[config.mk]
export PLATFORM = sky130hd
export DESIGN_NAME = bus_read_seq
export DESIGN_NICKNAME = d
export VERILOG_FILES = /design/src/rtl/bus_read_seq.sv
export SDC_FILE = /design/constraint.sdc
export NUM_CORES = 1
export LEC_CHECK = 0
export CAP_MARGIN = 0
export CORE_AREA = 2 2 79 81
export DETAILED_ROUTE_END_ITERATION = 8
export DIE_AREA = 0 0 81 83
export GPL_TIMING_DRIVEN = 0
export PLACE_DENSITY_LB_ADDON = 0.1
export SETUP_SLACK_MARGIN = 0.15
export SYNTH_ARGS = -nofsm -noshare
export SYNTH_HDL_FRONTEND = slang
export SYNTH_SLANG_ARGS = --single-unit
[constraint.sdc]
create_clock -name clk_i -period 2.4 [get_ports clk_i]
set_input_delay 0.36 -clock clk_i [delete_from_list [all_inputs] [get_ports clk_i]]
set_output_delay 0.36 -clock clk_i [all_outputs]
set_load 0.1 [all_outputs]
[src/rtl/bus_read_seq.sv]
// bus_read_seq: UART-driven bus read sequencer.
// A three-byte command (OPCODE, start address, count) launches a burst of
// single-beat bus reads. Each read yields one result record (ack flag,
// address, data), flagged by a one-cycle valid pulse. A read the slave never
// acknowledges is abandoned after TIMEOUT strobe cycles and reported with
// ack=0 and zero data.
module bus_read_seq #(
    parameter logic [7:0] OPCODE  = 8'h52,
    parameter int         TIMEOUT = 16      // 1..255 strobe cycles per read
) (
    input  logic       clk_i,
    input  logic       rst_i,
    // command byte stream from the UART receiver
    input  logic [7:0] rx_data,
    input  logic       rx_valid,
    // bus master side
    output logic [7:0] adr_o,
    output logic       stb_o,
    output logic       we_o,
    input  logic       ack_i,
    input  logic [7:0] dat_i,
    // result record
    output logic       valid,
    output logic       read_ack,
    output logic [7:0] read_adr,
    output logic [7:0] read_dat,
    output logic       busy
);

    typedef enum logic [2:0] {
        IDLE,   // waiting for OPCODE
        ADR,    // waiting for start address byte
        CNT,    // waiting for read count byte
        STB,    // strobing the bus for the current address
        EMIT    // presenting one result record
    } state_t;

    // Last strobe cycle before a read is given up on.
    localparam logic [7:0] TMO_LAST = 8'(TIMEOUT - 1);

    state_t     state;
    state_t     state_nxt;
    logic [7:0] adr_q;       // address of the read in progress
    logic [8:0] remaining;   // reads left, including the current one (1..256)
    logic [7:0] tmo_cnt;     // strobe cycles already spent on the current read
    logic       tmo_last;

    assign tmo_last = (tmo_cnt == TMO_LAST);

    // State register.
    always_ff @(posedge clk_i) begin
        // NOTE: sequential state uses non-blocking assignments so every
        // register samples pre-edge values, independent of block ordering.
        if (rst_i) begin
            state <= IDLE;
        end else begin
            state <= state_nxt;
        end
    end

    // Next-state decode: command parsing, read completion and burst end.
    always_comb begin
        // NOTE: default assignment first, so no path through the case leaves
        // state_nxt unassigned and no latch is inferred.
        state_nxt = state;
        case (state)
            IDLE: if (rx_valid && (rx_data == OPCODE)) state_nxt = ADR;
            ADR:  if (rx_valid) state_nxt = CNT;
            CNT:  if (rx_valid) state_nxt = STB;
            // An ack on the final strobe cycle still counts as acknowledged.
            STB:  if (ack_i || tmo_last) state_nxt = EMIT;
            EMIT: state_nxt = (remaining == 9'd1) ? IDLE : STB;
            default: state_nxt = IDLE;
        endcase
    end

    // Datapath: command latching, timeout counting and result capture.
    // Bytes received in STB/EMIT and acks outside STB fall through untouched.
    always_ff @(posedge clk_i) begin
        if (rst_i) begin
            adr_q     <= 8'h00;
            remaining <= 9'd0;
            tmo_cnt   <= 8'h00;
            read_ack  <= 1'b0;
            read_adr  <= 8'h00;
            read_dat  <= 8'h00;
        end else begin
            case (state)
                ADR: begin
                    if (rx_valid) adr_q <= rx_data;
                end
                CNT: begin
                    if (rx_valid) begin
                        // A count of zero encodes a full 256-read sweep.
                        remaining <= (rx_data == 8'h00) ? 9'd256 : {1'b0, rx_data};
                        tmo_cnt   <= 8'h00;
                    end
                end
                STB: begin
                    tmo_cnt <= tmo_cnt + 8'd1;
                    if (ack_i) begin
                        read_ack <= 1'b1;
                        read_adr <= adr_q;
                        read_dat <= dat_i;
                    end else if (tmo_last) begin
                        read_ack <= 1'b0;
                        read_adr <= adr_q;
                        read_dat <= 8'h00;
                    end
                end
                EMIT: begin
                    // Fresh timeout budget for the next strobe phase.
                    tmo_cnt   <= 8'h00;
                    remaining <= remaining - 9'd1;
                    if (remaining != 9'd1) adr_q <= adr_q + 8'd1;  // wraps FF->00
                end
                default: ;
            endcase
        end
    end

    // Outputs decoded straight from registered state.
    assign stb_o = (state == STB);
    assign valid = (state == EMIT);
    assign busy  = (state != IDLE);
    assign adr_o = adr_q;
    assign we_o  = 1'b0;

endmodule

== Word level (Yosys, flattened, before mapping) ==
Cells that the tools add are included.
Word-level totals
  register bits after elaboration: 45
  bits of input ports: 20
  output and inout port bits: 29
  logic and storage cells: 57
Cells by class
  add/sub/neg operators: 3
  eq/ne operators: 13
  muxes and demuxes: 20
  reduce and logical (&&, ||, !) cells: 14
Operator list (count)
  $mux W8: 7
  $pmux W8 S3: 1
  $mux W9: 2
  $pmux W9 S2: 1
  $add A8 B1 Y8 const B: 2
  $pmux W8 S2: 1
  $pmux W3 S5: 1
  $mux W3: 4
  $eq A9 B1 Y1 const B: 1
  $ne A9 B1 Y1 const B: 1
  $sub A9 B1 Y9 const B: 1
  $eq A8 B4 Y1 const B: 1
  $eq A8 B7 Y1 const B: 1
  $logic_not A8 Y1: 1
  $eq A3 B2 Y1 const B: 2
  $ne A2 B2 Y1 const B: 3
  $reduce_and A2 Y1: 3
  $reduce_bool A2 Y1: 3
  $reduce_bool A3 Y1: 2
  $ne A2 B1 Y1 const B: 2
  $reduce_and A4 Y1: 1
  $eq A3 B1 Y1 const B: 1
  $eq A3 B3 Y1 const B: 1
  $logic_not A3 Y1: 1
  5 further kinds: 6

== Depth between registers and ports, before layout ==
  depth in word-level cells: 4
  gate-level depth with buffers: 8
  mapped depth without buffers: 6

== Worst setup path before layout ==
No wires, ideal clock.
  kind: register -> register
  start: reg state[0]
  end: reg remaining[6]
  setup time: 0.188 ns
  arrival time: 2.372 ns
  required time: 2.212 ns
  setup slack: -0.161 ns
  stages on the path, launching flop included: 9
  cell sequence: dfxtp_1 buf_6 or3b_1 buf_2 inv_1 clkbuf_1 o31ai_1 a21oi_1 a311oi_1
On the way
  longest elaborated chain between the ends: 3
RTL lines
  start, declared: line 41  | state_t state;
  start signal, assigned: line 57  | state <= state_nxt;
  $eq A3 B3 Y1 *
  net valid: line 23  | output logic valid,
  $reduce_bool A2 Y1 (no line)
  $reduce_and A2 Y1 (no line)
  end signal, assigned: line 95  | remaining <= (rx_data == 8'h00) ? 9'd256 : {1'b0, rx_data};
  end signal, assigned: line 114  | remaining <= remaining - 9'd1;
  end, declared: line 44  | logic [8:0] remaining;
The timed path passes the listed nets; every way through them passes the cells marked *.
A chain may end at the register's enable or synchronous reset.

== Final worst setup path ==
  start: reg state[0]
  end: out valid
On the way
  longest elaborated chain between the ends: 1
RTL lines
  $eq A3 B3 Y1: line 124  | assign valid = (state == EMIT);
  end, declared: line 23
Every way passes these cells.

==> qor.txt <==
outcome -> finished clean
DRC viols -> 0
Post-synth ARST share -> 0%
Fin. Hold Viols -> 0
Crit. End Element -> primary output
Flop pwr share -> 56.1%
Net Sw Power -> 0.3195 mW
cells after synthesis -> 292
Netlist cell types -> 51
Sw Share -> 23.84%
Initial DRT Pass Iterations -> 4
post-route ant nets -> 0
CTS tree -> yes
routability cong. -> 0.8524
Worst-Skew Late Latency -> 290 ps
vias per inst -> 5.611
Logic pwr share -> 8.5%
CP Launch Type -> flop
Synthesized Nets -> 316
Final setup viols -> 0
vias in the first global route -> 2,160
peak supply drop -> 0.3522 mV
critical path type -> flop to primary output
most common cell after layout, fill and taps aside -> dfxtp_1
die height -> 83 um
total track usage -> 19.48%
initial antenna violation count -> 0
placed cell count -> 413
static leakage -> 1.056 nW
Main synth FF type -> dfxtp_1
syn_area_per_cell -> 7.871 um2
slew margin rel. -> 34.04%
max-slew violations -> 0
Post-synth EDFFs -> 0
routed wire length per instance -> 15.56 um
Clk pwr share -> 35.4%
Worst-Margin Slew -> 986.3 ps
RSZ-0062 raised after global routing -> yes
Congestion Overflow GR -> 0
post-DP HPWL -> 4630 um
clock tree buffer depth -> 2
DR iter-0 viols -> 204
largest net degree at the start of global routing -> 20
routed via count -> 2,351
Synth-to-Final Area Change -> 28.63%
CTS root buffer -> clkbuf_8
Port Buffers -> 46
Max Cap Violations -> 0
PwrDens -> 453.4 nW/um2
share of cells above drive strength 1 -> 8.140%
Yosys reg bits -> 45
row cnt -> 28
full die area -> 6723 um2
clock slew at reported path FFs -> 80 ps
FILL cells -> 607
TritonCTS Buffers -> 5
crit-path cells -> buf_6 -> or3b_1 -> buf_2 -> inv_1 -> clkbuf_2 -> buf_8
critical path arrival -> 1850 ps
initial core utilization -> 39.52%
highest-count cells in the layout ignoring fill and taps -> 42 x dfxtp_1, 38 x clkdlybuf4s50_1, 37 x a21oi_1
Seq/Total Area, Yosys -> 39.19%
Die X -> 81 um
Slowest-stage cell, CP -> or3b_1
mapped cell area -> 2298 um2
Core Region -> 5816 um2
H-tree depth -> 2
# Post-CTS Setup Buffers -> 0
register cell area after layout -> 904.6 um2
Cell Count, Final, Fillers Out -> 419
Fmax -> 0.4535 GHz
# diodes -> 0
drt total wl -> 6519 um
Clock Skew -> 7.354 ps
Pint -> 1.021 mW
first-pass GRT wire length -> 10,590 um
Tmin final -> 2205 ps
final worst setup slack -> 194.8 ps
post-route clock period utilization -> 91.89%
yosys warns -> 0
multi-input combinational cell area -> 1277 um2
CTS Sinks -> 45
Hold Crit Class -> flop to flop
Final nets -> 368
IO Pins -> 49
slowest stage delay, CP -> 370 ps
DP Worst Slack -> -544.5 ps
Worst Path Required -> 2040 ps
worst-path fanout max -> 10
## registers in the layout, indices dropped and copies added, names as in the netlist
| name | flops |
|---|---|
| tmo_cnt | 8 |
| adr_o | 8 |
| read_dat | 8 |
| state | 3 |
| read_adr | 8 |
| read_ack | 1 |
| remaining | 9 |
## power groups by stage
stage	Clock [mW]	Sequential (mW)	Combinational, mW
2_1_floorplan	0	0.775	0.0520
4_1_cts	0.489	0.752	0.114
6_report	0.475	0.752	0.114
3_3_place_gp	0	0.769	0.114
3_5_place_dp	0	0.769	0.113
5_1_grt	0.532	0.752	0.122
## kinds of logic (layout without fill, tap and decap cells)
family | count (synthesis) | after routing | synth area share [%]
AO/OA/AOI/OAI | 100 | 100 | 26.57
buffers and inverters | 30 | 82 | 5.498
adder cells (fa/ha/maj) | 4 | 4 | 2.178
AND/OR/NAND/NOR | 107 | 107 | 24.50
XOR/XNOR | 5 | 5 | 1.906
other | 1 | 1 | 0.1632
flip-flops | 45 | 45 | 39.19
## worst max-delay path, delay by kind of cell, from the launching register on
kind | cells | cell delay, ps
simple gates | 1 | 370
buf+inv | 5 | 870
flops | 1 | 310
## what timing repair did
action                                  CTS  global route
hold buffers                              0             0
gates cloned                              0             0
resized for setup                        20             6
endpoints found under the hold margin     0             0
endpoints found under the setup margin   12             6
## synth_stat cells (3+ instances only)
library cell | count | share of area, %
dfxtp_1 | 45 | 39
o21ai_0 | 30 | 6.5
xnor2_1 | 3 | 1.1
nand4_1 | 3 | 0.82
nor3_1 | 13 | 2.8
nor2_1 | 13 | 2.1
o22ai_1 | 3 | 0.82
nand3_1 | 13 | 2.8
a21oi_1 | 37 | 8.1
a311oi_1 | 4 | 1.5
inv_1 | 9 | 1.5
ha_1 | 4 | 2.2
a31o_2 | 3 | 1.1
a211oi_1 | 3 | 0.98
nand2_1 | 33 | 5.4
a21o_1 | 3 | 0.98
o31ai_1 | 3 | 0.98
clkbuf_1 | 15 | 2.4
nor4_1 | 8 | 2.2
a221oi_1 | 5 | 1.9
## through the flow
stage | total power [mW] | hold slack, ps | TNS, ps | area [um2] | utilization, %
after floorplan | 0.8267 | 434.6 | 0 | 2302 | -
after global placement | 0.8835 | 457.3 | -2136 | 2856 | 49.12
after detailed placement | 0.8826 | 457.2 | -2271 | 2856 | 49.12
after CTS | 1.355 | 469.2 | 0 | 2945 | 50.65
after global routing | 1.407 | 500.5 | 0 | 2957 | 50.84
final | 1.341 | 473.5 | 0 | 2957 | 50.84
## layer usage
metal	share of wire, %	up-vias	track usage [%]
li1	-	1183	-
met1	49	1099	28.96
met3	5.7	4	4.022
met2	44	65	28.70
met5	0	-	0
met4	0.83	0	4.468
## cell type report
type	count	share of cell area [%]
multi-input combinational	217	43.21
clock inverter	1	0.2539
timing repair buffer	46	15.74
clock buffer	6	2.793
tap	75	3.174
inverter	10	1.270
buffer	19	2.962
sequential	45	30.60
## path summary, 6_finish.rpt
check | from | slack [ps] | cells past startpoint | to
setup / recovery | state[0] | 190 | 6 | valid
hold reg to reg | remaining[7] | 470 | 2 | remaining[7]
setup reg to reg | remaining[4] | 300 | 5 | state[1]
hold / removal | remaining[7] | 470 | 2 | remaining[7]
Power figures use the tool's default switching activity.
